## config.mk

```make
export PLATFORM = sky130hd
export DESIGN_NAME = seven_seg_scan_ctrl
export DESIGN_NICKNAME = d
export VERILOG_FILES = /design/src/rtl/seven_seg_pkg.sv /design/src/rtl/seven_seg_scan_ctrl_bin2bcd.sv /design/src/rtl/seven_seg_scan_ctrl.sv
export SDC_FILE = /design/constraint.sdc
export NUM_CORES = 1
export LEC_CHECK = 0
export ABC_CLOCK_PERIOD_IN_PS = 6750
export CAP_MARGIN = 0
export CORE_MARGIN = 2
export CORE_UTILIZATION = 60
export DETAILED_ROUTE_END_ITERATION = 8
export PLACE_DENSITY = 0.81
export SLEW_MARGIN = 20
export SYNTH_ARGS = -nofsm -noshare
export SYNTH_HDL_FRONTEND = slang
export SYNTH_SLANG_ARGS = --single-unit
```

## constraint.sdc

```tcl
create_clock -name clk -period 6.75 [get_ports clk]
set_input_delay 1.6875 -clock clk [delete_from_list [all_inputs] [get_ports clk]]
set_output_delay 1.6875 -clock clk [all_outputs]
set_load 0.03 [all_outputs]
```

## src/rtl/seven_seg_pkg.sv

```systemverilog
// Shared definitions for the seven-segment scan controller.
//   state_t        : controller FSM encoding
//   seg_t          : segment vector, index 0 = a ... index 6 = g
//   SEG_LUT        : active-high glyphs for hex digits 0..F
//   SEG_DASH/BLANK : overflow glyph and all-off glyph
//   bcd_acc_width  : BCD accumulator width for a given digit count
package seven_seg_pkg;

  typedef enum logic [1:0] {
    ST_IDLE   = 2'd0,
    ST_CONV   = 2'd1,
    ST_COMMIT = 2'd2
  } state_t;

  typedef logic [0:6] seg_t;

  localparam seg_t SEG_DASH  = 7'b0000001;
  localparam seg_t SEG_BLANK = 7'b0000000;

  // Written a..g left to right, so the leftmost bit lands on index 0 (a).
  localparam seg_t SEG_LUT [16] = '{
    7'b1111110,  // 0
    7'b0110000,  // 1
    7'b1101101,  // 2
    7'b1111001,  // 3
    7'b0110011,  // 4
    7'b1011011,  // 5
    7'b1011111,  // 6
    7'b1110000,  // 7
    7'b1111111,  // 8
    7'b1111011,  // 9
    7'b1110111,  // A
    7'b0011111,  // b
    7'b1001110,  // C
    7'b0111101,  // d
    7'b1001111,  // E
    7'b1000111   // F
  };

  // One spare nibble above the displayable digits catches values that do
  // not fit.
  function automatic int bcd_acc_width(input int num_digits);
    return 4 * num_digits + 4;
  endfunction

endpackage

```

## src/rtl/seven_seg_scan_ctrl_bin2bcd.sv

```systemverilog
// Sequential binary-to-BCD converter (shift-add-3, one bit per cycle).
//   clk, rst : clock, synchronous active-high reset
//   start    : load bin and begin DATA_W iterations
//   bin      : binary input, sampled with start
//   done     : high during the cycle whose closing edge performs the last
//              iteration; bcd/ovf are final from the next cycle on
//   bcd      : NUM_DIGITS BCD digits, digit 0 in the low nibble
//   ovf      : value does not fit NUM_DIGITS digits
import seven_seg_pkg::*;

module bin2bcd_seq #(
  parameter int DATA_W     = 16,
  parameter int NUM_DIGITS = 4
) (
  input  logic                    clk,
  input  logic                    rst,
  input  logic                    start,
  input  logic [DATA_W-1:0]       bin,
  output logic                    done,
  output logic [4*NUM_DIGITS-1:0] bcd,
  output logic                    ovf
);

  localparam int ACC_W = bcd_acc_width(NUM_DIGITS);
  localparam int CNT_W = $clog2(DATA_W + 1);

  logic [DATA_W-1:0] sr_q;
  logic [ACC_W-1:0]  acc_q;
  logic [CNT_W-1:0]  cnt_q;
  logic              ovf_q;

  logic [ACC_W-1:0]  adj;
  logic [ACC_W-1:0]  shifted;
  logic              step_ovf;

  always_comb begin
    adj = acc_q;
    for (int i = 0; i < NUM_DIGITS + 1; i++) begin
      if (acc_q[4*i +: 4] >= 4'd5) begin
        adj[4*i +: 4] = acc_q[4*i +: 4] + 4'd3;
      end
    end
    shifted = {adj[ACC_W-2:0], sr_q[DATA_W-1]};
    // Sticky: a bit leaving the accumulator or any digit landing in the
    // spare nibble means the value cannot be shown.
    step_ovf = adj[ACC_W-1] | (|shifted[ACC_W-1 -: 4]);
  end

  always_ff @(posedge clk) begin
    if (rst) begin
      sr_q  <= '0;
      acc_q <= '0;
      cnt_q <= '0;
      ovf_q <= 1'b0;
    end else if (start) begin
      sr_q  <= bin;
      acc_q <= '0;
      cnt_q <= CNT_W'(DATA_W);
      ovf_q <= 1'b0;
    end else if (cnt_q != '0) begin
      sr_q  <= sr_q << 1;
      acc_q <= shifted;
      cnt_q <= cnt_q - CNT_W'(1);
      ovf_q <= ovf_q | step_ovf;
    end
  end

  assign done = (cnt_q == CNT_W'(1));
  assign bcd  = acc_q[4*NUM_DIGITS-1:0];
  assign ovf  = ovf_q;

endmodule

```

## src/rtl/seven_seg_scan_ctrl.sv

```systemverilog
// Multi-digit seven-segment controller: captures a value, converts it to
// BCD (or takes raw hex nibbles), commits it atomically to a display
// register and time-multiplexes the digits onto the board pins.
//   clk, rst  : clock, synchronous active-high reset
//   value     : binary value, captured with load
//   load      : one-cycle capture request, ignored while busy
//   hex_mode  : 1 = hex digits, 0 = decimal (sampled with load)
//   blank_lz  : blank leading zeros (sampled with load)
//   busy      : conversion/commit in progress
//   ovf       : displayed value does not fit NUM_DIGITS
//   SSeg      : segments a..g, SSeg[0] = a
//   an        : anode selects, an[0] = least-significant digit
//
// state  | meaning
// IDLE   | waiting for load
// CONV   | DATA_W shift-add-3 iterations in bin2bcd_seq
// COMMIT | write display register, blank flag and ovf together
import seven_seg_pkg::*;

module seven_seg_scan_ctrl #(
  parameter int NUM_DIGITS     = 4,
  parameter int DATA_W         = 16,
  parameter int DIV_COUNT      = 50000,
  parameter int SEG_ACTIVE_LOW = 1,
  parameter int AN_ACTIVE_LOW  = 1
) (
  input  logic                  clk,
  input  logic                  rst,
  input  logic [DATA_W-1:0]     value,
  input  logic                  load,
  input  logic                  hex_mode,
  input  logic                  blank_lz,
  output logic                  busy,
  output logic                  ovf,
  output logic [0:6]            SSeg,
  output logic [NUM_DIGITS-1:0] an
);

  localparam int DISP_W = 4 * NUM_DIGITS;
  localparam int IDX_W  = (NUM_DIGITS > 1) ? $clog2(NUM_DIGITS) : 1;
  localparam int DIV_W  = $clog2(DIV_COUNT);

  localparam seg_t SEG_RST = (SEG_ACTIVE_LOW != 0) ? ~SEG_LUT[0] : SEG_LUT[0];
  localparam logic [NUM_DIGITS-1:0] AN_RST =
    (AN_ACTIVE_LOW != 0) ? ~NUM_DIGITS'(1) : NUM_DIGITS'(1);

  state_t state_q, state_d;
  logic   commit;
  logic   accept;

  logic [DATA_W-1:0] value_q;
  logic              hex_q;
  logic              blank_req_q;

  logic              conv_done;
  logic [DISP_W-1:0] conv_bcd;
  logic              conv_ovf;
  logic [DISP_W-1:0] hex_digits;
  logic              hex_ovf;

  logic [DISP_W-1:0] disp_q, disp_d;
  logic              ovf_q, ovf_d;
  logic              blank_q, blank_d;

  logic [DIV_W-1:0]  div_q, div_d;
  logic [IDX_W-1:0]  idx_q, idx_d;
  logic              div_wrap;

  seg_t                  sseg_q;
  seg_t                  pat_d;
  logic [NUM_DIGITS-1:0] an_q;
  logic [NUM_DIGITS-1:0] onehot_d;

  assign accept = (state_q == ST_IDLE) && load;

  always_comb begin
    state_d = state_q;
    commit  = 1'b0;
    case (state_q)
      ST_IDLE: begin
        if (load) state_d = hex_mode ? ST_COMMIT : ST_CONV;
      end
      ST_CONV: begin
        if (conv_done) state_d = ST_COMMIT;
      end
      ST_COMMIT: begin
        commit  = 1'b1;
        state_d = ST_IDLE;
      end
      default: state_d = ST_IDLE;
    endcase
  end

  always_ff @(posedge clk) begin
    if (rst) begin
      state_q     <= ST_IDLE;
      value_q     <= '0;
      hex_q       <= 1'b0;
      blank_req_q <= 1'b0;
    end else begin
      state_q <= state_d;
      if (accept) begin
        value_q     <= value;
        hex_q       <= hex_mode;
        blank_req_q <= blank_lz;
      end
    end
  end

  bin2bcd_seq #(
    .DATA_W     (DATA_W),
    .NUM_DIGITS (NUM_DIGITS)
  ) u_bin2bcd (
    .clk   (clk),
    .rst   (rst),
    .start (accept && !hex_mode),
    .bin   (value),
    .done  (conv_done),
    .bcd   (conv_bcd),
    .ovf   (conv_ovf)
  );

  generate
    if (DATA_W > DISP_W) begin : g_hex_wide
      assign hex_digits = value_q[DISP_W-1:0];
      assign hex_ovf    = |value_q[DATA_W-1:DISP_W];
    end else if (DATA_W == DISP_W) begin : g_hex_exact
      assign hex_digits = value_q;
      assign hex_ovf    = 1'b0;
    end else begin : g_hex_narrow
      assign hex_digits = {{(DISP_W - DATA_W){1'b0}}, value_q};
      assign hex_ovf    = 1'b0;
    end
  endgenerate

  always_comb begin
    disp_d  = disp_q;
    ovf_d   = ovf_q;
    blank_d = blank_q;
    if (commit) begin
      disp_d  = hex_q ? hex_digits : conv_bcd;
      ovf_d   = hex_q ? hex_ovf : conv_ovf;
      blank_d = blank_req_q;
    end
  end

  // Free-running refresh divider and digit index.
  always_comb begin
    div_wrap = (div_q == DIV_W'(DIV_COUNT - 1));
    div_d    = div_wrap ? '0 : div_q + DIV_W'(1);
    idx_d    = idx_q;
    if (div_wrap) begin
      idx_d = (idx_q == IDX_W'(NUM_DIGITS - 1)) ? '0 : idx_q + IDX_W'(1);
    end
  end

  function automatic seg_t digit_pattern(input logic [DISP_W-1:0] disp,
                                         input logic [IDX_W-1:0]  idx,
                                         input logic              ovf_f,
                                         input logic              blank_f);
    logic       nz_above;
    logic [3:0] nib;
    nib      = disp[4*int'(idx) +: 4];
    nz_above = 1'b0;
    for (int i = 0; i < NUM_DIGITS; i++) begin
      if (i >= int'(idx) && disp[4*i +: 4] != 4'd0) nz_above = 1'b1;
    end
    if (ovf_f)                                  return SEG_DASH;
    else if (blank_f && idx != '0 && !nz_above) return SEG_BLANK;
    else                                        return SEG_LUT[nib];
  endfunction

  // SSeg and an are decoded from next-state values so both registers
  // switch on the same edge as the display register and the digit index.
  always_comb begin
    pat_d    = digit_pattern(disp_d, idx_d, ovf_d, blank_d);
    onehot_d = NUM_DIGITS'(1) << idx_d;
  end

  always_ff @(posedge clk) begin
    if (rst) begin
      disp_q  <= '0;
      ovf_q   <= 1'b0;
      blank_q <= 1'b0;
      div_q   <= '0;
      idx_q   <= '0;
      sseg_q  <= SEG_RST;
      an_q    <= AN_RST;
    end else begin
      disp_q  <= disp_d;
      ovf_q   <= ovf_d;
      blank_q <= blank_d;
      div_q   <= div_d;
      idx_q   <= idx_d;
      sseg_q  <= (SEG_ACTIVE_LOW != 0) ? ~pat_d : pat_d;
      an_q    <= (AN_ACTIVE_LOW != 0) ? ~onehot_d : onehot_d;
    end
  end

  assign busy = (state_q != ST_IDLE);
  assign ovf  = ovf_q;
  assign SSeg = sseg_q;
  assign an   = an_q;

endmodule
```

# == Yosys cells after proc, flatten, opt, wreduce, memory -nomap -nowiden ==
# Memory sizes are Yosys's and may differ from the RTL's.
# Cells that the tools add are included.
# Widths: inputs -> output; s select.
# totals
mem_bits_ro,112
mem_count,1
in_bits,21
wordCells,99
reg_bits,109
output_inout_bits,13
# memory_table
name,depth,word_bits,rd,rd_clocked_by_memory_dff,write_ports,line_no,rtl
(name not given),16,7,1,0,0,seven_seg_scan_ctrl.sv:170,else return SEG_LUT[nib];
# op_classes
reduce_logical,22
bitwise,5
order_cmp,9
addsub,8
muxes,29
shifts,2
n_eq_ne,7
# ops
cell,count
$mux 16,4
$mux 7,4
$add 4x2->4 const B,5
$ge 4x3->1 const B,5
$mux 4,5
$add 16x1->16 const B,1
$eq 16x16->1 const B,1
$reduce_bool 4->1,4
$shiftx 16x5->4,1
$mux 2,5
$mux 5,2
$mux 1,8
$logic_and 1x1->1,7
$not 7->7,1
$reduce_bool 2->1,3
$eq 5x1->1 const B,1
$ge 5x5->1 const B,1
$not 4->5,1
$reduce_bool 5->1,1
$sub 5x1->5 const B,1
$eq 2x2->1 const B,2
$ge 1x2->1 const A,2
$ne 2x2->1 const B,2
$not 4->4,1
other kinds (11),14

# == Longest topological paths before layout ==
# depth
word_depth,14
mapped_depth,14
depth_no_buf,12

# == By module ==
# Synthesis repeated with hierarchy kept, for this count alone.
# unflattened
cells_unflattened,616
hier_area_um2,5403.9
# by_module_without_submodules
module,area_each_um2,instances,cells_per_inst,seq_area_each_um2
seven_seg_scan_ctrl,3083.0,1,361,1341.3
bin2bcd_seq,2321.0,1,255,840.8

# == Worst setup path after synthesis ==
# No wires, ideal clock.
# synth_timing
path_kind,input-to-reg
startpoint,in load
endpoint,reg hex_q
arrival_ns,2.803
path_stages,7
t_required_ns,6.622
path_buffers,3
slack_ns,3.819
setup_ns,0.128
path_cell_list,and2_1 -> clkbuf_1 -> nand2b_1 -> clkbuf_1 -> nand2_1 -> clkbuf_1 -> nor2_1
# synth_between
elab_chain_len,1
# synth_lines
element,line_no,rtl
"start, declared",seven_seg_scan_ctrl.sv:30,"input logic load,"
$logic_and 1x1->1,seven_seg_scan_ctrl.sv:74,assign accept = (state_q == ST_IDLE) && load;
"end signal, assigned",seven_seg_scan_ctrl.sv:104,hex_q <= hex_mode;
"end, declared",seven_seg_scan_ctrl.sv:52,logic hex_q;
# No other way between the ends.
# A chain may end at the register's enable or synchronous reset.

# == Worst setup path after layout ==
# layout_timing
startpoint,in load
endpoint,reg u_bin2bcd.acc_q[10]
# layout_between
elab_chain_len,3
# layout_lines
element,line_no,rtl
$logic_and 1x1->1,seven_seg_scan_ctrl.sv:74,
$logic_and 1x1->1,seven_seg_scan_ctrl.sv:116,".start (accept && !hex_mode),"
$reduce_or 2->1 (no source line),--,
"end signal, assigned",seven_seg_scan_ctrl_bin2bcd.sv:62,acc_q <= shifted;
"end, declared",seven_seg_scan_ctrl_bin2bcd.sv:28,logic [ACC_W-1:0] acc_q;
# No other way between the ends.

==> summary.txt <==
Status
  – Status: completed

Pwr
  – VDD IR-drop max: 0.328 mV
  – Static Leak: 2.15 nW
  – Clock network power share: 23.5%
  – Sw Ratio: 35.6%
  – Power Dens Cells: 292 nW/um2
  – Reg power frac: 47.2%
  – Cell-internal power: 0.00107 W
  – Part of the power in combinational logic: 29.2%
  – P_sw: 0.000593 W

Clock network
  – Clock sinks: 109
  – CTS-repair resized insts: 0
  – H-tree depth: 3
  – CTS tree: yes
  – Postcts setup bufs: 0
  – Worst skew pair latency: 0.38 ns
  – Clock buffer depth: 2
  – Hold buffer count at cts: 0
  – Clock Tree Root: clkbuf_8
  – Num CTS Buffers: 9
  – Clk slew on worst S/H paths: 0.10 ns

Final layout
  – Multi-input gate area: 2770 um2
  – Post-route insts no fill: 742
  – Share of cells above drive strength 1: 5.65%
  – ANT cells: 0
  – Register Area: 2180 um2
  – Fillers: 682
  – Layout area overhead: 9.68%
  – Most frequent cells in the layout: 109 x dfxtp_1, 108 x nand2_1, 82 x nor2_1
  – Nets@finish: 675
  – Commonest non-fill, non-tap cell in the layout: dfxtp_1

Timing
  – Final hold violation count: 0
  – Setup Viol. Count Final: 0
  – TNS Setup: 0 ns
  – Max-slew headroom: 34.4%
  – Tcrit/Tclk final: 59.7%
  – Final Hold Slack: 0.454 ns
  – Final slew viol count: 0
  – RSZ-0062 raised after global routing: no
  – Clk_skew: 0.0151 ns
  – F_max: 248 MHz
  – Min Tclk post-route: 4.03 ns
  – Slew @ Worst Pin: 0.983 ns

Floorplanning
  – Die footprint: 9420 um2
  – Site row count: 33
  – Initial Utilization: 62.6%
  – Core area: 8300 um2
  – Die Width: 97.0 um
  – Io pins: 34
  – Die H: 97.0 um

Yosys
  – Synth Area per Inst: 8.35 um2
  – Post-Syn Nets: 664
  – Primary FF master, synth: dfxtp_1
  – Post-Syn Area: 5190 um2
  – Asr flop ratio synth: 0%
  – Post-Syn Instances: 622
  – Distinct cells, synth: 48
  – Number of synthesized register bits: 109
  – Post-synth EDFFs: 0
  – Syn. warnings: 0
  – Seq/Total Area, Yosys: 42.0%

Routing
  – DR vias/cell: 5.73
  – Initial DRC count: 204
  – DRC violations left: 0
  – DRT antenna net count: 0
  – Routed vias: 4255
  – Drt first pass iters: 5
  – Routed WL: 10.9 mm
  – WL per Instance: 14.7 um

Setup path
  – CP max FO: 34
  – Crit-path slowest cell: nand2_1
  – Arr. time, crit path: 4.24 ns
  – CP peak stage delay: 0.88 ns
  – R2R depth: 10
  – Crit Path Category: input port to register
  – Crit end category: register
  – CP Launch Type: input port
  – Ordered list of cells on the worst path: clkdlybuf4s50_1 > and2_1 > nand2b_2 > nand2_1 > a21oi_1
  – Critical Path RT: 6.96 ns

Global route
  – Largest net degree at the start of global routing: 68
  – Gr ovfl total: 0
  – Vias in the first global route: 3875
  – Initial antenna violation count: 0
  – GRT Total Usage: 23.4%
  – First-pass GRT wire length: 18.3 mm

Min path
  – Depth of the worst hold-timing path: 1
  – Worst min path class: register to register

Place
  – Placed Cells: 727
  – Post-DP HPWL: 7.59 mm
  – GPL Wtd Cong: 0.850
  – PortBufs: 33

Run
  – Max-cap violations: 0
==> power by group through the flow <==
| stage | combinational, W | sequential (W) | clock, W |
|---|---|---|---|
| after global placement | 0.000465 | 0.000794 | 0 |
| after CTS | 0.000484 | 0.000785 | 0.000396 |
| after detailed placement | 0.000482 | 0.000799 | 0 |
| after floorplan | 0.000374 | 0.000784 | 0 |
| after global routing | 0.000546 | 0.000794 | 0.000423 |
| final | 0.000486 | 0.000786 | 0.000392 |
==> stage by stage <==
step | setup WS [ns] | cell area [um2] | total power (W) | utilization [%]
2_1_floorplan | 3.82 | 5190 | 0.00116 | -
3_3_place_gp | 2.06 | 5510 | 0.00126 | 66.3
3_5_place_dp | 1.95 | 5510 | 0.00128 | 66.3
4_1_cts | 2.37 | 5690 | 0.00167 | 68.6
5_1_grt | 2.43 | 5700 | 0.00176 | 68.6
6_report | 2.72 | 5700 | 0.00166 | 68.6
==> cells in the mapped netlist (2+ instances only) <==
| master | number | area (um2) |
|---|---|---|
| a211oi_1 | 5 | 37.5 |
| nand3b_1 | 3 | 22.5 |
| clkbuf_1 | 25 | 93.8 |
| xor2_1 | 8 | 70.1 |
| a311oi_1 | 15 | 131 |
| o21ai_0 | 20 | 100 |
| and3_1 | 5 | 31.3 |
| a31oi_1 | 4 | 25.0 |
| mux2_4 | 4 | 60.1 |
| o21ai_1 | 2 | 10.0 |
| mux2i_4 | 5 | 113 |
| dfxtp_1 | 109 | 2180 |
| and4b_1 | 2 | 20.0 |
| ha_1 | 21 | 263 |
| nor3b_1 | 5 | 37.5 |
| buf_6 | 2 | 22.5 |
| buf_1 | 3 | 11.3 |
| xnor2_1 | 15 | 131 |
| mux2_1 | 2 | 22.5 |
| buf_2 | 5 | 25.0 |
| and2_1 | 3 | 18.8 |
| nand3_1 | 15 | 75.1 |
| or3_1 | 3 | 18.8 |
| nand4_1 | 3 | 18.8 |
| nor2_1 | 82 | 308 |
| nand2_1 | 108 | 405 |
| a21oi_1 | 71 | 355 |
| nand2b_1 | 7 | 43.8 |
| nor3_2 | 2 | 20.0 |
| nor3_1 | 6 | 30.0 |
| inv_1 | 20 | 75.1 |
| mux2i_1 | 26 | 260 |
==> cells by family after synthesis <==
logic type	share of synthesized area [%]
simple gates	21.8
mux	8.77
flops	42.0
compound gates	13.8
buf+inv	4.75
xor+xnor	3.88
fa+ha+maj	5.06
==> worst paths after layout <==
path,from,to,slack [ns]
min,div_q[0],div_q[0],0.45
min reg2reg,div_q[0],div_q[0],0.45
max,load,u_bin2bcd.acc_q[10],2.72
max reg2reg,hex_q,SSeg[6],3.40
==> critical path: cells and delay by family <==
| family | cells | cell delay (ns) |
|---|---|---|
| AO/OA/AOI/OAI | 1 | 0.11 |
| buffers and inverters | 1 | 0.49 |
| AND/OR/NAND/NOR | 3 | 1.93 |
==> area by class of cell <==
class	count	area share, %
inverters	21	1.38
clock buffers	10	2.24
multi-input cells	456	48.6
flip-flops and latches	109	38.3
well taps	105	2.31
clock inverters	5	1.08
repair buffers	36	6.11
==> flip-flops by register name (all words and copies together) (netlist names), 2 cells and up <==
signal / cells
disp_q: 16
idx_q: 2
u_bin2bcd.cnt_q: 5
an: 4
hex_digits: 16
div_q: 16
u_bin2bcd.acc_q: 20
SSeg: 7
state_q: 2
u_bin2bcd.sr_q: 16
==> routing by layer <==
layer  vias to the layer above  GRT usage (%)  part of all wire, %
met5                         -              0                    0
met4                         0           7.37                  1.8
met3                        18           3.68                  3.3
met2                        88           39.2                   49
met1                      2025           31.2                   46
li1                       2124              -                    -
Power figures use the tool's default switching activity.
